--- src/rtl/tlb_pkg.sv ---
// Field widths and page record shared by the TLB and its users.
package tlb_pkg;

  localparam int VPN2_W = 19;
  localparam int ASID_W = 8;
  localparam int PFN_W  = 20;
  localparam int C_W    = 3;

  typedef struct packed {
    logic [PFN_W-1:0] pfn;
    logic [C_W-1:0]   c;
    logic             d;
    logic             v;
  } page_t;

endpackage

--- src/rtl/tlb_match_enc.sv ---
// Match vector to {found, lowest matching index}; lowest index wins on multi-hit.
module tlb_match_enc #(
  parameter  int N  = 16,
  localparam int IW = $clog2(N)
) (
  input  logic [N-1:0]  i_match,
  output logic          o_found,
  output logic [IW-1:0] o_index
);

  always_comb begin
    o_found = |i_match;
    o_index = '0;
    for (int i = N - 1; i >= 0; i--) begin
      if (i_match[i]) o_index = IW'(i);
    end
  end

endmodule

--- src/rtl/tlb.sv ---
// Fully associative dual-page TLB: two combinational search ports, one write port, one read port.
module tlb
  import tlb_pkg::*;
#(
  parameter  int TLBNUM = 16,
  localparam int IDXW   = $clog2(TLBNUM)
) (
  input  logic              clk,
  input  logic              reset,

  input  logic [VPN2_W-1:0] s0_vpn2,
  input  logic              s0_odd_page,
  input  logic [ASID_W-1:0] s0_asid,
  output logic              s0_found,
  output logic [IDXW-1:0]   s0_index,
  output logic [PFN_W-1:0]  s0_pfn,
  output logic [C_W-1:0]    s0_c,
  output logic              s0_d,
  output logic              s0_v,

  input  logic [VPN2_W-1:0] s1_vpn2,
  input  logic              s1_odd_page,
  input  logic [ASID_W-1:0] s1_asid,
  output logic              s1_found,
  output logic [IDXW-1:0]   s1_index,
  output logic [PFN_W-1:0]  s1_pfn,
  output logic [C_W-1:0]    s1_c,
  output logic              s1_d,
  output logic              s1_v,

  input  logic              we,
  input  logic [IDXW-1:0]   w_index,
  input  logic [VPN2_W-1:0] w_vpn2,
  input  logic [ASID_W-1:0] w_asid,
  input  logic              w_g,
  input  logic [PFN_W-1:0]  w_pfn0,
  input  logic [C_W-1:0]    w_c0,
  input  logic              w_d0,
  input  logic              w_v0,
  input  logic [PFN_W-1:0]  w_pfn1,
  input  logic [C_W-1:0]    w_c1,
  input  logic              w_d1,
  input  logic              w_v1,

  input  logic [IDXW-1:0]   r_index,
  output logic [VPN2_W-1:0] r_vpn2,
  output logic [ASID_W-1:0] r_asid,
  output logic              r_g,
  output logic [PFN_W-1:0]  r_pfn0,
  output logic [C_W-1:0]    r_c0,
  output logic              r_d0,
  output logic              r_v0,
  output logic [PFN_W-1:0]  r_pfn1,
  output logic [C_W-1:0]    r_c1,
  output logic              r_d1,
  output logic              r_v1
);

  // Flop arrays rather than RAM: every entry is compared in parallel each cycle.
  logic [VPN2_W-1:0] r_ent_vpn2 [TLBNUM];
  logic [ASID_W-1:0] r_ent_asid [TLBNUM];
  logic              r_ent_g    [TLBNUM];
  page_t             r_ent_page [TLBNUM][2];

  always_ff @(posedge clk) begin
    if (reset) begin
      for (int i = 0; i < TLBNUM; i++) begin
        r_ent_vpn2[i]    <= '0;
        r_ent_asid[i]    <= '0;
        r_ent_g[i]       <= 1'b0;
        r_ent_page[i][0] <= '0;
        r_ent_page[i][1] <= '0;
      end
    end else if (we) begin
      r_ent_vpn2[w_index]    <= w_vpn2;
      r_ent_asid[w_index]    <= w_asid;
      r_ent_g[w_index]       <= w_g;
      r_ent_page[w_index][0] <= {w_pfn0, w_c0, w_d0, w_v0};
      r_ent_page[w_index][1] <= {w_pfn1, w_c1, w_d1, w_v1};
    end
  end

  logic [VPN2_W-1:0] w_s_vpn2  [2];
  logic              w_s_odd   [2];
  logic [ASID_W-1:0] w_s_asid  [2];
  logic              w_s_found [2];
  logic [IDXW-1:0]   w_s_index [2];
  page_t             w_s_page  [2];

  assign w_s_vpn2[0] = s0_vpn2;
  assign w_s_odd[0]  = s0_odd_page;
  assign w_s_asid[0] = s0_asid;
  assign w_s_vpn2[1] = s1_vpn2;
  assign w_s_odd[1]  = s1_odd_page;
  assign w_s_asid[1] = s1_asid;

  for (genvar gi = 0; gi < 2; gi++) begin : g_port
    logic [TLBNUM-1:0] w_match;

    for (genvar gj = 0; gj < TLBNUM; gj++) begin : g_cmp
      assign w_match[gj] = (r_ent_vpn2[gj] == w_s_vpn2[gi]) &&
                           (r_ent_g[gj] || (r_ent_asid[gj] == w_s_asid[gi]));
    end

    tlb_match_enc #(.N(TLBNUM)) u_enc (
      .i_match (w_match),
      .o_found (w_s_found[gi]),
      .o_index (w_s_index[gi])
    );

    // A miss forces the whole result to zero rather than exposing entry 0's page.
    assign w_s_page[gi] = w_s_found[gi] ? r_ent_page[w_s_index[gi]][w_s_odd[gi]] : '0;
  end

  assign s0_found = w_s_found[0];
  assign s0_index = w_s_index[0];
  assign {s0_pfn, s0_c, s0_d, s0_v} = w_s_page[0];
  assign s1_found = w_s_found[1];
  assign s1_index = w_s_index[1];
  assign {s1_pfn, s1_c, s1_d, s1_v} = w_s_page[1];

  assign r_vpn2 = r_ent_vpn2[r_index];
  assign r_asid = r_ent_asid[r_index];
  assign r_g    = r_ent_g[r_index];
  assign {r_pfn0, r_c0, r_d0, r_v0} = r_ent_page[r_index][0];
  assign {r_pfn1, r_c1, r_d1, r_v1} = r_ent_page[r_index][1];

endmodule
--- config.mk ---
export PLATFORM = sky130hd
export DESIGN_NAME = tlb
export DESIGN_NICKNAME = d
export VERILOG_FILES = /design/src/rtl/tlb_pkg.sv /design/src/rtl/tlb_match_enc.sv /design/src/rtl/tlb.sv
export SDC_FILE = /design/constraint.sdc
export NUM_CORES = 2
export LEC_CHECK = 0
export CAP_MARGIN = 15
export CORE_ASPECT_RATIO = 0.9
export CORE_MARGIN = 2
export CORE_UTILIZATION = 58
export CTS_BUF_LIST = sky130_fd_sc_hd__clkbuf_4
export DETAILED_ROUTE_END_ITERATION = 6
export GPL_ROUTABILITY_DRIVEN = 0
export PLACE_DENSITY = 0.79
export SLEW_MARGIN = 0
export SYNTH_ARGS = -nofsm -noshare
export SYNTH_HDL_FRONTEND = slang
export SYNTH_SLANG_ARGS = --single-unit
--- constraint.sdc ---
create_clock -name clk -period 3.5 [get_ports clk]
set_input_delay 0.35 -clock clk [delete_from_list [all_inputs] [get_ports clk]]
set_output_delay 0.35 -clock clk [all_outputs]
set_load 0.01 [all_outputs]
==> run_results.csv, run 1 <==
group,metric,value,unit
logic_synthesis,syn-num-nets,6595,
global_routing,grt_max_degree,79,
status,lastStage,"global routing (5_1_grt)",
clocking,cts_sinks,1248,
status,status,"did not finish",
logic_synthesis,synthDistinctLibCells,84,
timing,worst-endpoint-pin-kind,"top-level output",
die,core.rowCount,129,
logic_synthesis,ys_seq_area_share,46.7,%
placement,place_hpwl,222000,um
logic_synthesis,synth_edf_count,1248,
logic_synthesis,synth_cells,6450,
die,num_io_pins,283,
logic_synthesis,synthesis.area,80200,um2
clocking,numCtsBuffers,342,
logic_synthesis,ys.flop_type,"edfxtp_1",
clocking,cts_max_level,5,
placement,io_buffers,282,
die,dieWidth,396,um
die,fp.dieH,357,um
clocking,cts_buffer_depth,4,
status,stop_error,"[ERROR GRT-0228] Horizontal edge usage exceeds the maximum allowed. (15, 24) usage=65535 limit=3200",
logic_synthesis,synthArstFlopShare,0,%
logic_synthesis,syn_area_per_cell,12.4,um2
die,start_util,58.4,%
timing,crit_endpoint,"s0_v",
clocking,clockRootBuffer,"clkbuf_4",
logic_synthesis,synth-seq-cells,1248,
logic_synthesis,yosys_warnings,0,
-- per-stage QoR --
| stage | hold WS (ns) | setup slack (ns) | instances | instance area, um2 | setup TNS (ns) |
|---|---|---|---|---|---|
| floorplan | 0.548 | -0.283 | 6450 | 81600 | -9.30 |
| global placement | 1.34 | -2.55 | 9054 | 94000 | -119.62 |
| detailed placement | 1.35 | -2.59 | 9054 | 94000 | -125.70 |
| CTS | 0.000909 | -2.60 | 9890 | 104000 | -137.14 |
-- cell families after synthesis --
| kind of cell | Yosys count | share of synthesized area, % |
|---|---|---|
| AO/OA/AOI/OAI | 658 | 6.13 |
| multiplexers | 959 | 18.6 |
| buffers and inverters | 638 | 3.72 |
| AND/OR/NAND/NOR | 2083 | 15.4 |
| flip-flops | 1248 | 46.7 |
| XOR/XNOR | 864 | 9.43 |
-- what timing repair did --
action | 4_1_cts
setup buffers | 248
hold endpoints to repair | 107
gates cloned | 31
hold buffers | 14
pin swaps | 210
endpoints found under the setup margin | 138
resized for setup | 1144
-- Yosys cell counts, types with 6 or more instances --
| library cell | n | area [um2] |
|---|---|---|
| buf_2 | 133 | 666 |
| xor2_1 | 768 | 6730 |
| xnor2_1 | 96 | 841 |
| nand3b_1 | 22 | 165 |
| buf_1 | 41 | 154 |
| a21oi_1 | 156 | 781 |
| mux2i_1 | 425 | 4250 |
| nor3_1 | 32 | 160 |
| edfxtp_1 | 1248 | 37500 |
| and2_1 | 1276 | 7980 |
| a2111oi_0 | 28 | 245 |
| clkbuf_1 | 351 | 1320 |
| nand2b_1 | 6 | 37.5 |
| o211a_1 | 22 | 220 |
| nor4_1 | 209 | 1310 |
| a221oi_1 | 25 | 219 |
| or4_1 | 34 | 255 |
| nor2b_1 | 26 | 163 |
| mux2_1 | 12 | 135 |
| a221o_1 | 21 | 210 |
| a211oi_1 | 35 | 263 |
| inv_1 | 12 | 45.0 |
| mux2_2 | 110 | 1240 |
| a311oi_1 | 21 | 184 |
| o211ai_1 | 38 | 285 |
| o221a_2 | 7 | 78.8 |
| a222oi_1 | 23 | 230 |
| or3_1 | 11 | 68.8 |
| and4_1 | 24 | 210 |
| nand3_1 | 65 | 325 |
| nor2_1 | 63 | 236 |
| or2_2 | 20 | 125 |
| o22ai_1 | 69 | 432 |
| nand4_1 | 25 | 156 |
| o221ai_1 | 113 | 990 |
| nand2_1 | 227 | 852 |
| mux4_2 | 412 | 9280 |
| buf_6 | 16 | 180 |
| o2111ai_1 | 28 | 245 |
| and3_1 | 21 | 131 |
| buf_4 | 79 | 593 |
| o21ai_0 | 34 | 170 |
==> run 2, diff against run 1 <==
CORE_ASPECT_RATIO = unset   (was 0.9)
CORE_UTILIZATION = 40   (was 58)
CTS_BUF_LIST = unset   (was sky130_fd_sc_hd__clkbuf_4)
PLACE_DENSITY = unset   (was 0.79)
PLACE_DENSITY_LB_ADDON = 0.15   (was unset)
clock period = 4.55 ns   (was 3.5 ns; I/O delays follow)
==> run 2 against run 1 <==
The flow now finishes, with violations (design-rule violations, negative setup slack). Synthesized cell count is the same. Synthesized area is the same.
==> run_results.csv, run 2 <==
group,metric,value,unit
status,status,"complete, but fails checks",
status,violations,"design-rule violations, negative setup slack",
routing,vias,68000,
die,core_area,199000,um2
placement,place_hpwl,259000,um
routing,drt-pass1-iter-count,7,
timing,fmax,165,MHz
logic_synthesis,ys.flop_type,"edfxtp_1",
layout,areaGrowthSynthToFinish,33.7,%
power,intPower,23.0,mW
timing,setup_tns,-66.96,ns
global_routing,grt_pass1_vias,65100,
layout,largestRegisters,"r_ent_page: 800 flops, r_ent_vpn2: 304 flops, r_ent_asid: 128 flops",
clocking,cts_buffer_depth,3,
clocking,cts_hold_buf,0,
die,fp.dieH,452,um
setup_path,cp_num_buf_inv,9,
timing,slew_violations,0,
clocking,cts_tree,"built",
layout,fillers,16700,
placement,io_buffers,282,
global_routing,grt_pass1_wl,536000,um
die,core.rowCount,164,
logic_synthesis,synthMostInstantiatedCell,"and2_1",
logic_synthesis,synthDistinctLibCells,84,
layout,final_common_cell,"and2_1",
power,p_per_area,298,nW/um2
layout,final_cell_mix,"and2_1 (1273), edfxtp_1 (1248), buf_4 (1052)",
power,p_sw,8.89,mW
logic_synthesis,synth-seq-cells,1248,
logic_synthesis,syn-num-nets,6595,
logic_synthesis,ys_seq_area_share,46.7,%
clocking,clk_pin_slew,0.06,ns
global_routing,antenna_found_initial,44,
logic_synthesis,ys_top_cells_by_area,"edfxtp_1 (47%), mux4_2 (12%), and2_1 (9.9%)",
setup_path,cp_cell_sequence,"xor2_1 > nor4_1 > buf_4 > nand4_1 > or3_4 > o211ai_1 > buf_4 > a221oi_4 > buf_6 > o21a_4 > buf_12 > buf_12 > buf_4 > buf_16 > mux2_2 > o22ai_1 > or4_4 > a311oi_4 > buf_6 > buf_6",
logic_synthesis,synth_top_area_share,46.7,%
clocking,cts_sinks,1248,
power,clockPowerShare,39.6,%
run,maxCapViolations,0,
logic_synthesis,synthArstFlopShare,0,%
power,p_sw_share,27.9,%
die,num_io_pins,283,
setup_path,crit_family,"simple AND/OR/NAND/NOR gates",
routing,ant_nets,0,
timing,whs,0.662,ns
power,seqPwrFrac,44.0,%
power,peakVddDrop,0.315,mV
logic_synthesis,syn_area_per_cell,12.4,um2
timing,min_period,6.07,ns
routing,wl_per_cell,37.5,um
setup_path,crit_path_start_kind,"register",
timing,tightest_slew,1.23,ns
layout,largest_reg_flops,800,
logic_synthesis,yosys_warnings,0,
setup_path,cpPeakStageDelay,0.58,ns
routing,wl,395000,um
clocking,clockRootBuffer,"clkbuf_16",
power,pwr-share-comb,16.4,%
layout,drive_above_1_share,34.4,%
timing,post-route-period-util,133,%
layout,final_nets,7883,
logic_synthesis,synthesis.area,80200,um2
timing,finalWorstSetupSlack,-1.52,ns
global_routing,gr-usage-all-layers,37.7,%
global_routing,grt-ovfl-total,0,
power,power.leakage,39.0,nW
die,dieWidth,452,um
routing,via_per_inst,6.45,
setup_path,crit_fanout,7,
layout,largest-register,"r_ent_page",
setup_path,path_class,"reg2out",
clocking,cts_max_level,4,
die,start_util,40.2,%
setup_path,worstSetupEndpointType,"output pin",
setup_path,arrival,5.62,ns
logic_synthesis,synth_top_cell_by_area,"edfxtp_1",
clocking,numCtsBuffers,152,
timing,relSlewSlack,17.5,%
layout,multi_input_area,42700,um2
logic_synthesis,synth_cells,6450,
routing,drcViolationCount,13,
timing,setup_violations,55,
routing,drt-initial-drc-count,12100,
die,fp.dieArea,204000,um2
logic_synthesis,synth_edf_count,1248,
global_routing,grt_max_degree,79,
timing,grt_setup_unrepaired,"yes",
layout,regArea,37500,um2
logic_synthesis,ys_top_cells_by_count,"and2_1 (1276), edfxtp_1 (1248), xor2_1 (768)",
timing,finalHoldViolCount,0,
worst_hold_path,hold_class,"in2reg",
setup_path,slowest_stage,"or4_4",
setup_path,required,4.09,ns
-- run 2: cell counts after synthesis --
No cell type changed its count.
-- run 2: cell families after synthesis --
kind of cell / after synthesis / synth area share, %
flip-flops: 1248 / 46.7
multiplexers: 959 / 18.6
XOR/XNOR: 864 / 9.43
AO/OA/AOI/OAI: 658 / 6.13
AND/OR/NAND/NOR: 2083 / 15.4
buffers and inverters: 638 / 3.72
-- run 2: what timing repair did --
action                                  4_1_cts  5_1_grt
endpoints found under the setup margin       60       59
pin swaps                                   175      147
setup buffers                               202       92
cloned                                       28        7
resized for setup                           788      280
-- run 2: final cells by class --
type	count	area share [%]
flip-flops and latches	1248	34.9
clock inverters	82	0.774
repair buffers	1754	17.3
diodes	29	0.0677
repair inverters	1	0.00583
multi-input cells	4564	39.8
inverters	17	0.107
well taps	2656	3.10
clock buffers	191	3.88
-- run 2: worst paths after layout --
| kind | startpoint | to | slack, ns | cells after the start |
|---|---|---|---|---|
| hold / removal | w_pfn0[18] | r_ent_page[8][48] | 0.66 | 2 |
| setup / recovery | r_ent_vpn2[12][0] | s0_pfn[11] | -1.52 | 20 |
-- run 2: routing by layer --
metal,global-route usage (%),vias up,wire [um]
met5,0.117,-,117
met4,20.8,20,26100
met3,12.3,1181,55900
met2,52.8,5782,163000
met1,51.1,34200,151000
li1,-,26800,-
-- run 2: power groups by stage --
stage / clock, mW / sequential (mW) / combinational [mW]
detailed placement: 0 / 14.2 / 4.81
finish: 12.6 / 14.0 / 5.23
global placement: 0 / 14.2 / 4.81
global route: 13.1 / 14.1 / 5.34
floorplan: 0 / 14.0 / 2.29
CTS: 12.7 / 14.0 / 5.00
-- run 2: per-stage QoR --
stage / cell area (um2) / power [mW] / util [%] / std cells / worst slack, ns
after floorplan: 80200 / 16.3 / - / 6450 / 0.344
after global placement: 95000 / 19.0 / 47.6 / 9951 / -2.27
after detailed placement: 95000 / 19.0 / 47.6 / 9951 / -2.21
after CTS: 105000 / 31.6 / 52.8 / 10400 / -1.51
after global routing: 107000 / 32.5 / 53.7 / 10500 / -1.53
final: 107000 / 31.9 / 53.8 / 10500 / -1.52
(Power assumes the default switching activity.)
